[src/rtl/seg7_bcd_scanner.sv]
// Binary-to-BCD converter (serial double-dabble) feeding a multiplexed 7-segment scanner.
// The display reads only the held bcd register and is refreshed by a free-running digit scan.
module seg7_bcd_scanner #(
    parameter int WIDTH    = 14,
    parameter int DIGITS   = 4,
    parameter int SCAN_DIV = 4
) (
    input  logic                  clk,
    input  logic                  rst_n,
    input  logic                  start,
    input  logic [WIDTH-1:0]      bin,
    input  logic                  blank_lz,
    output logic                  busy,
    output logic                  done,
    output logic                  ovf,
    output logic [4*DIGITS-1:0]   bcd,
    output logic [DIGITS-1:0]     digit_en,
    output logic [6:0]            seg
);

    localparam int BCD_W = 4 * DIGITS;
    localparam int CNT_W = $clog2(WIDTH);
    localparam int IDX_W = (DIGITS > 1) ? $clog2(DIGITS) : 1;
    localparam int DIV_W = (SCAN_DIV > 1) ? $clog2(SCAN_DIV) : 1;
    localparam logic [CNT_W-1:0] CNT_LAST = CNT_W'(WIDTH - 1);
    localparam logic [IDX_W-1:0] IDX_LAST = IDX_W'(DIGITS - 1);
    localparam logic [DIV_W-1:0] DIV_LAST = DIV_W'(SCAN_DIV - 1);
    localparam logic [31:0]      BIN_MAX  = 32'(10 ** DIGITS - 1);

    localparam logic [1:0] ST_IDLE  = 2'd0;
    localparam logic [1:0] ST_SHIFT = 2'd1;
    localparam logic [1:0] ST_DONE  = 2'd2;

    function automatic logic [3:0] dd_adjust(input logic [3:0] nib);
        return (nib >= 4'd5) ? nib + 4'd3 : nib;
    endfunction

    function automatic logic [6:0] seg_encode(input logic [3:0] dig);
        logic [6:0] pat;
        case (dig)
            4'd0:    pat = 7'h3F;
            4'd1:    pat = 7'h06;
            4'd2:    pat = 7'h5B;
            4'd3:    pat = 7'h4F;
            4'd4:    pat = 7'h66;
            4'd5:    pat = 7'h6D;
            4'd6:    pat = 7'h7D;
            4'd7:    pat = 7'h07;
            4'd8:    pat = 7'h7F;
            4'd9:    pat = 7'h6F;
            default: pat = 7'h00;
        endcase
        return pat;
    endfunction

    logic [1:0]       state_r;
    logic [WIDTH-1:0] bin_sh_r;
    logic [BCD_W-1:0] bcd_sh_r;
    logic [CNT_W-1:0] cnt_r;
    logic             ovf_cap_r;
    logic             busy_r;
    logic             done_r;
    logic             ovf_r;
    logic [BCD_W-1:0] bcd_r;
    logic [DIV_W-1:0] div_r;
    logic [IDX_W-1:0] idx_r;

    logic [BCD_W-1:0]  bcd_adj_s;
    logic [3:0]        digit_s;
    logic              blank_s;
    logic [DIGITS-1:0] digit_en_s;
    logic [6:0]        seg_s;

    // Add-3 correction on every nibble of the shift register ahead of the shift.
    always_comb begin
        bcd_adj_s = {BCD_W{1'b0}};
        for (int k = 0; k < DIGITS; k++) begin
            bcd_adj_s[4*k +: 4] = dd_adjust(bcd_sh_r[4*k +: 4]);
        end
    end

    // Conversion FSM; overflow is decided from the captured value, so only DIGITS nibbles are shifted.
    always_ff @(posedge clk) begin
        if (!rst_n) begin
            state_r   <= ST_IDLE;
            bin_sh_r  <= {WIDTH{1'b0}};
            bcd_sh_r  <= {BCD_W{1'b0}};
            cnt_r     <= {CNT_W{1'b0}};
            ovf_cap_r <= 1'b0;
            busy_r    <= 1'b0;
            done_r    <= 1'b0;
            ovf_r     <= 1'b0;
            bcd_r     <= {BCD_W{1'b0}};
        end else begin
            done_r <= 1'b0;
            case (state_r)
                ST_IDLE: begin
                    if (start) begin
                        bin_sh_r  <= bin;
                        bcd_sh_r  <= {BCD_W{1'b0}};
                        cnt_r     <= {CNT_W{1'b0}};
                        ovf_cap_r <= (32'(bin) > BIN_MAX);
                        busy_r    <= 1'b1;
                        state_r   <= ST_SHIFT;
                    end
                end
                ST_SHIFT: begin
                    bcd_sh_r <= {bcd_adj_s[BCD_W-2:0], bin_sh_r[WIDTH-1]};
                    bin_sh_r <= {bin_sh_r[WIDTH-2:0], 1'b0};
                    cnt_r    <= cnt_r + {{(CNT_W-1){1'b0}}, 1'b1};
                    if (cnt_r == CNT_LAST) begin
                        state_r <= ST_DONE;
                    end
                end
                ST_DONE: begin
                    bcd_r   <= ovf_cap_r ? {DIGITS{4'h9}} : bcd_sh_r;
                    ovf_r   <= ovf_cap_r;
                    done_r  <= 1'b1;
                    busy_r  <= 1'b0;
                    state_r <= ST_IDLE;
                end
                default: begin
                    busy_r  <= 1'b0;
                    state_r <= ST_IDLE;
                end
            endcase
        end
    end

    // Free-running scan: hold each position SCAN_DIV cycles, then step the digit index.
    always_ff @(posedge clk) begin
        if (!rst_n) begin
            div_r <= {DIV_W{1'b0}};
            idx_r <= {IDX_W{1'b0}};
        end else if (div_r == DIV_LAST) begin
            div_r <= {DIV_W{1'b0}};
            idx_r <= (idx_r == IDX_LAST) ? {IDX_W{1'b0}} : idx_r + {{(IDX_W-1){1'b0}}, 1'b1};
        end else begin
            div_r <= div_r + {{(DIV_W-1){1'b0}}, 1'b1};
        end
    end

    // Digit select and leading-zero blanking, scanning from the top digit down.
    always_comb begin
        logic zero_run;
        zero_run   = 1'b1;
        digit_s    = 4'h0;
        blank_s    = 1'b0;
        digit_en_s = {DIGITS{1'b0}};
        for (int k = DIGITS - 1; k >= 0; k--) begin
            zero_run      = zero_run && (bcd_r[4*k +: 4] == 4'h0);
            digit_en_s[k] = (idx_r == IDX_W'(k));
            digit_s       = digit_en_s[k] ? bcd_r[4*k +: 4] : digit_s;
            blank_s       = digit_en_s[k] ? (blank_lz && (k != 0) && zero_run) : blank_s;
        end
        seg_s = blank_s ? 7'h00 : seg_encode(digit_s);
    end

    assign busy     = busy_r;
    assign done     = done_r;
    assign ovf      = ovf_r;
    assign bcd      = bcd_r;
    assign digit_en = digit_en_s;
    assign seg      = seg_s;

endmodule

[config.mk]
export PLATFORM = sky130hd
export DESIGN_NAME = seg7_bcd_scanner
export DESIGN_NICKNAME = d
export VERILOG_FILES = /design/src/rtl/seg7_bcd_scanner.sv
export SDC_FILE = /design/constraint.sdc
export NUM_CORES = 1
export LEC_CHECK = 0
export CAP_MARGIN = 20
export CELL_PAD_IN_SITES_DETAIL_PLACEMENT = 1
export CELL_PAD_IN_SITES_GLOBAL_PLACEMENT = 1
export CORE_MARGIN = 2
export CORE_UTILIZATION = 40
export CTS_BUF_LIST = sky130_fd_sc_hd__clkbuf_8 sky130_fd_sc_hd__clkbuf_16
export DETAILED_ROUTE_END_ITERATION = 7
export PLACE_DENSITY_LB_ADDON = 0.05
export SLEW_MARGIN = 15
export SYNTH_ARGS = -nofsm -noshare
export SYNTH_HDL_FRONTEND = slang
export SYNTH_SLANG_ARGS = --single-unit
[constraint.sdc]
create_clock -name clk -period 5.06 [get_ports clk]
set_input_delay 1.012 -clock clk [delete_from_list [all_inputs] [get_ports clk]]
set_output_delay 1.012 -clock clk [all_outputs]
set_load 0.005 [all_outputs]
# Word-level counts from Yosys, hierarchy flattened
# Memory sizes are Yosys's and may differ from the RTL's.
# Cells that the tools add are included.
# W data, S select, Z words.
[totals] n_memories=1 mem_bits_ro=112 out_inout_bits=30 elab_cells=78 input_bits=18 ff_bits=60
[op_classes] magnitude_cmp=5 n_addsub=7 n_eq_ne=9 reduce_logical=16 muxes=27 bitwise=2
[mem_list] memory="(no name shown)" words=16 word_bits=7 rd=1 rd_ports_with_merged_regs=0 wr=0 line="40" text="case (dig)"
[ops] op="$mux W16" n=2
[ops] op="$mux W4" n=8
[ops] op="$pmux W16 S2" n=1
[ops] op="$pmux W14 S2" n=1
[ops] op="$ge A4 B3 Y1 const B" n=4
[ops] op="$gt A14 B14 Y1 const B" n=1
[ops] op="$mux W14" n=1
[ops] op="$add A4 B2 Y4 const B" n=3
[ops] op="$logic_not A4 Y1" n=3
[ops] op="$eq A2 B2 Y1 const B" n=4
[ops] op="$pmux W4 S2" n=1
[ops] op="$reduce_and A2 Y1" n=4
[ops] op="$mux W7" n=1
[ops] op="$mux W1" n=6
[ops] op="$mux W2" n=3
[ops] op="$logic_and A1 B1 Y1" n=5
[ops] op="$add A2 B1 Y2 const B" n=2
[ops] op="$add A4 B1 Y4 const B" n=1
[ops] op="$eq A2 B1 Y1 const B" n=2
[ops] op="$eq A4 B4 Y1 const B" n=1
[ops] op="$logic_not A2 Y1" n=2
[ops] op="$ne A2 B2 Y1 const B" n=2
[ops] op="$pmux W2 S2" n=1
[ops] op="$add A3 B2 Y3 const B" n=1
[ops] op="other kinds (5)" n=6

# Depth between registers and ports, before layout
[logic_depth] word_depth=7 depth_mapped=10 depth_no_buf=9

# Worst setup path before layout
# OpenSTA, ideal clock, no wires.
[synth_timing] kind="reg2out" from="reg idx_r[0]" to="out seg[5]" path_slack_ps=2100 stages_incl_launch_ff=11 arrival_time_ps=1948 path_buffers=1 cell_sequence="dfxtp_1 > inv_1 > ha_1 > buf_4 > nor2b_1 > a211oi_2 > inv_1 > ha_1 > nand2_1 > o21ai_0 > o21a_1"
[synth_via] elab_cells_between_ends=14 cone_classes="eq/ne: 3; mux: 9; reduce/logical: 1; memory: 1"
[synth_lines] item="start, declared" line="66" text="logic [IDX_W-1:0] idx_r;"
[synth_lines] item="start signal, assigned" line="134" text="idx_r <= {IDX_W{1'b0}};"
[synth_lines] item="start signal, assigned" line="137" text="idx_r <= (idx_r == IDX_LAST) ? {IDX_W{1'b0}} : idx_r + {{(IDX_W-1){1'b0}}, 1'b1};"
[synth_lines] item="$logic_not A2 Y1 (*)" line="152" text="digit_en_s[k] = (idx_r == IDX_W'(k));"
[synth_lines] item="via digit_en[0]" line="17" text="output logic [DIGITS-1:0] digit_en,"
[synth_lines] item="$mux W4" line="153" text="digit_s = digit_en_s[k] ? bcd_r[4*k +: 4] : digit_s;"
[synth_lines] item="$mem_v2 Z16 W7"
[synth_lines] item="$mux W7 (*)" line="156" text="seg_s = blank_s ? 7'h00 : seg_encode(digit_s);"
[synth_lines] item="end, declared" line="18" text="output logic [6:0] seg"
# The timed path passes the listed nets; every way through them passes the cells marked *.

# Worst setup path in the final report
[layout_timing] from="reg idx_r[0]" to="out seg[3]"
[layout_via] elab_chain_len=7 elab_cells_between_ends=14 cone_classes="eq/ne: 3; mux: 9; reduce/logical: 1; memory: 1"
[layout_lines] item="$eq A2 B2 Y1" line="152"
[layout_lines] item="$mux W4 (4 in series)" line="153"
[layout_lines] item="$mem_v2 Z16 W7"
[layout_lines] item="$mux W7 (*)" line="156"
# Every way passes the cells marked *; elsewhere a longest branch is shown, timed or not.

==> flow_summary_export.csv <==
group,metric,value,unit
run_status,status,"finished, final reports clean",
critical_path,crit_fanout,14,
global_routing,grt_pass1_wl,13880,um
route,ant_nets,0,
yosys,async_flop_share,0,
route,drt_iter0_markers,81,
cts,cts_tree,"done",
power_and_ir_drop,clockPowerShare,0.431,
power_and_ir_drop,power.ir.vdd_worst,0.1452,mV
flow_run,drv_cap,0,
critical_path,worstSetupStartpointType,"flop",
route,wl,8203,um
timing,period_share,0.7866,
route,drc,0,
global_routing,grt_use_met1,0.2651,
final_layout,stdcell_area,3991,um2
timing,finalSetupViolCount,0,
power_and_ir_drop,p_switching,0.2688,mW
power_and_ir_drop,sequentialPowerShare,0.442,
cts,cts_sinks,60,
yosys,yosys_warnings,0,
yosys,synthFlopType,"dfxtp_1",
yosys,ys_types,44,
timing,period_needed,3.980,ns
final_layout,fillers,938,
route,dr.pass1.iters,4,
floorplan,ios,48,
cts,clockBufferDepth,2,
yosys,synth_top_area_cell,"dfxtp_1",
timing,rsz0062_at_grt,"false",
placement,placed_area,3767,um2
cts,cts_setup_buffers,0,
global_routing,grt.met3_usage,0.03291,
min_path,hp-class,"flop to flop",
power_and_ir_drop,combPwrFrac,0.127,
final_layout,nNetsFinal,457,
cts,numCtsBuffers,9,
timing,worstMarginPinSlew,1.053,ns
timing,setup_ws,1.080,ns
floorplan,dieArea,8893,um2
final_layout,n_antenna_cell,0,
power_and_ir_drop,power.internal,0.8582,mW
timing,fmax,0.2512,GHz
timing,slew_headroom,0.2963,
timing,skew,0.01073,ns
global_routing,antenna_found_initial,0,
final_layout,area_delta_synth_final,22.36,%
placement,preCtsSetupSlack,1.441,ns
critical_path,required,4.05,ns
yosys,ys_ff_latch,60,
placement,io_buffer_count,47,
floorplan,dieWidth,94.31,um
yosys,synth_common_cells,"dfxtp_1, nor2_1, nand2_1, a21boi_0, ha_1",
cts,hold_buffers,0,
yosys,synth.most_common_cell,"dfxtp_1",
yosys,synth_area_leaders,"dfxtp_1, ha_1, a21boi_0",
route,num_vias,2842,
critical_path,crit_path_end_kind,"output port",
power_and_ir_drop,power.total,1.127,mW
yosys,synthCells,380,
power_and_ir_drop,p_leak,1.480,nW
yosys,synth.top_cell.area_share,0.3682,
route,routedWlPerCell,15.62,um
timing,finalSetupTns,0,ns
global_routing,use_met2,0.3190,
cts,cts-htree-levels,3,
yosys,syn_area,3262,um2
floorplan,start_util,0.4178,
cts,cts-resized-gates,0,
placement,place.detailed.hpwl,5881,um
yosys,synth.avg_cell_area,8.584,um2
placement,gp_congestion,0.8191,
critical_path,worstPathArrival,2.97,ns
floorplan,num_rows,32,
yosys,seq_area_frac_synth,0.3682,
yosys,synth_edf_count,0,
floorplan,die_h,94.31,um
global_routing,grt.overflow.total,0,
final_layout,drive_above_1_share,0.07565,
floorplan,core,7807,um2
yosys,syn_nets,418,
cts,insertion_delay,0.33,ns
power_and_ir_drop,sw_frac_of_total,0.2385,
route,viasPerCell,5.413,
final_layout,multi_input_area,1878,um2
global_routing,grt_max_degree,42,
cts,cts_root_buffer,"clkbuf_8",
global_routing,grt-busiest-layer,"met2",
timing,hold_viol,0,
final_layout,seqCellArea,1201,um2
global_routing,grt_pass1_vias,2815,
critical_path,worstSetupPathType,"flop to output port",
cts,worst_setup_hold_path_clk_slew,0.07,ns
timing,slew_violations,0,
global_routing,grt_usage,0.1960,
power_and_ir_drop,p_per_area,282.4,nW/um2
[sequential cells by signal (all words and copies together), names as in the netlist, 2 cells and up]
| signal | count |
|---|---|
| bcd_sh_r | 16 |
| idx_r | 2 |
| cnt_r | 4 |
| state_r | 2 |
| div_r | 2 |
| bcd | 16 |
| bin_sh_r | 14 |
[final cells by class]
class	count	share of cell area
repair buffers	51	0.1254
multi-input cells	281	0.4705
clock inverters	4	0.01818
inverters	16	0.01505
clock buffers	11	0.03793
well taps	102	0.03197
flip-flops and latches	60	0.3009
[worst max-delay path: stages, from the launching register on]
cell and delay (ns):
dfxtp_1 0.40, inv_1 0.09, ha_1 0.36, nor2b_1 0.21, a211oi_2 0.37, inv_1 0.19
ha_1 0.23, o21ai_0 0.17, o21a_1 0.13, clkdlybuf4s50_1 0.49
[kinds of logic (layout without fill, tap and decap cells)]
family                     count (synthesis)  in the layout  synth area share
buffers and inverters                     39             82           0.05600
xor gates and xnor gates                   8              8           0.02148
DFF                                       60             60            0.3682
muxes                                      8              8           0.02570
AOI/OAI and AO/OA                         86             86            0.1918
adders and majority gates                 20             20           0.07672
and+or+nand+nor                          159            159            0.2601
[path summary, 6_finish.rpt]
path	startpoint	slack, ns	endpoint	cells after the start
max	idx_r[0]	1.08	seg[3]	9
min	div_r[0]	0.43	div_r[0]	1
max reg2reg	state_r[0]	2.91	bin_sh_r[9]	5
min reg2reg	div_r[0]	0.43	div_r[0]	1
[layout by cell type, fill, tap and decap left out, types with 13 or more instances in the layout]
master and n:
ha_1 20, nor3_1 18, nor2_1 33, a21boi_0 22, nor3b_1 13, inv_1 16, dfxtp_1 60, clkdlybuf4s50_1 47
nand3_1 18, nand2_1 27, o21ai_0 19
[per-layer routing]
layer | routed length, um | up-vias | part of all wire
li1 | - | 1416 | -
met5 | 0 | - | 0
met1 | 4082 | 1368 | 0.50
met3 | 262 | 10 | 0.032
met4 | 103 | 0 | 0.013
met2 | 3754 | 48 | 0.46
[per-stage QoR]
step	instances	hold WS [ns]	utilization
finish	525	0.4297	0.5112
global route	525	0.4592	0.5112
CTS	525	0.4295	0.5112
detailed placement	510	0.4203	0.4825
global placement	510	0.4111	0.4825
floorplan	380	0.4033	-
[power by group through the flow]
| stage | combinational, mW | sequential (mW) | clock (mW) |
|---|---|---|---|
| 3_3_place_gp | 0.140 | 0.508 | 0 |
| 2_1_floorplan | 0.0895 | 0.505 | 0 |
| 6_report | 0.143 | 0.498 | 0.486 |
| 4_1_cts | 0.145 | 0.498 | 0.499 |
| 5_1_grt | 0.159 | 0.499 | 0.518 |
| 3_5_place_dp | 0.144 | 0.508 | 0 |
Power figures use the tool's default switching activity.
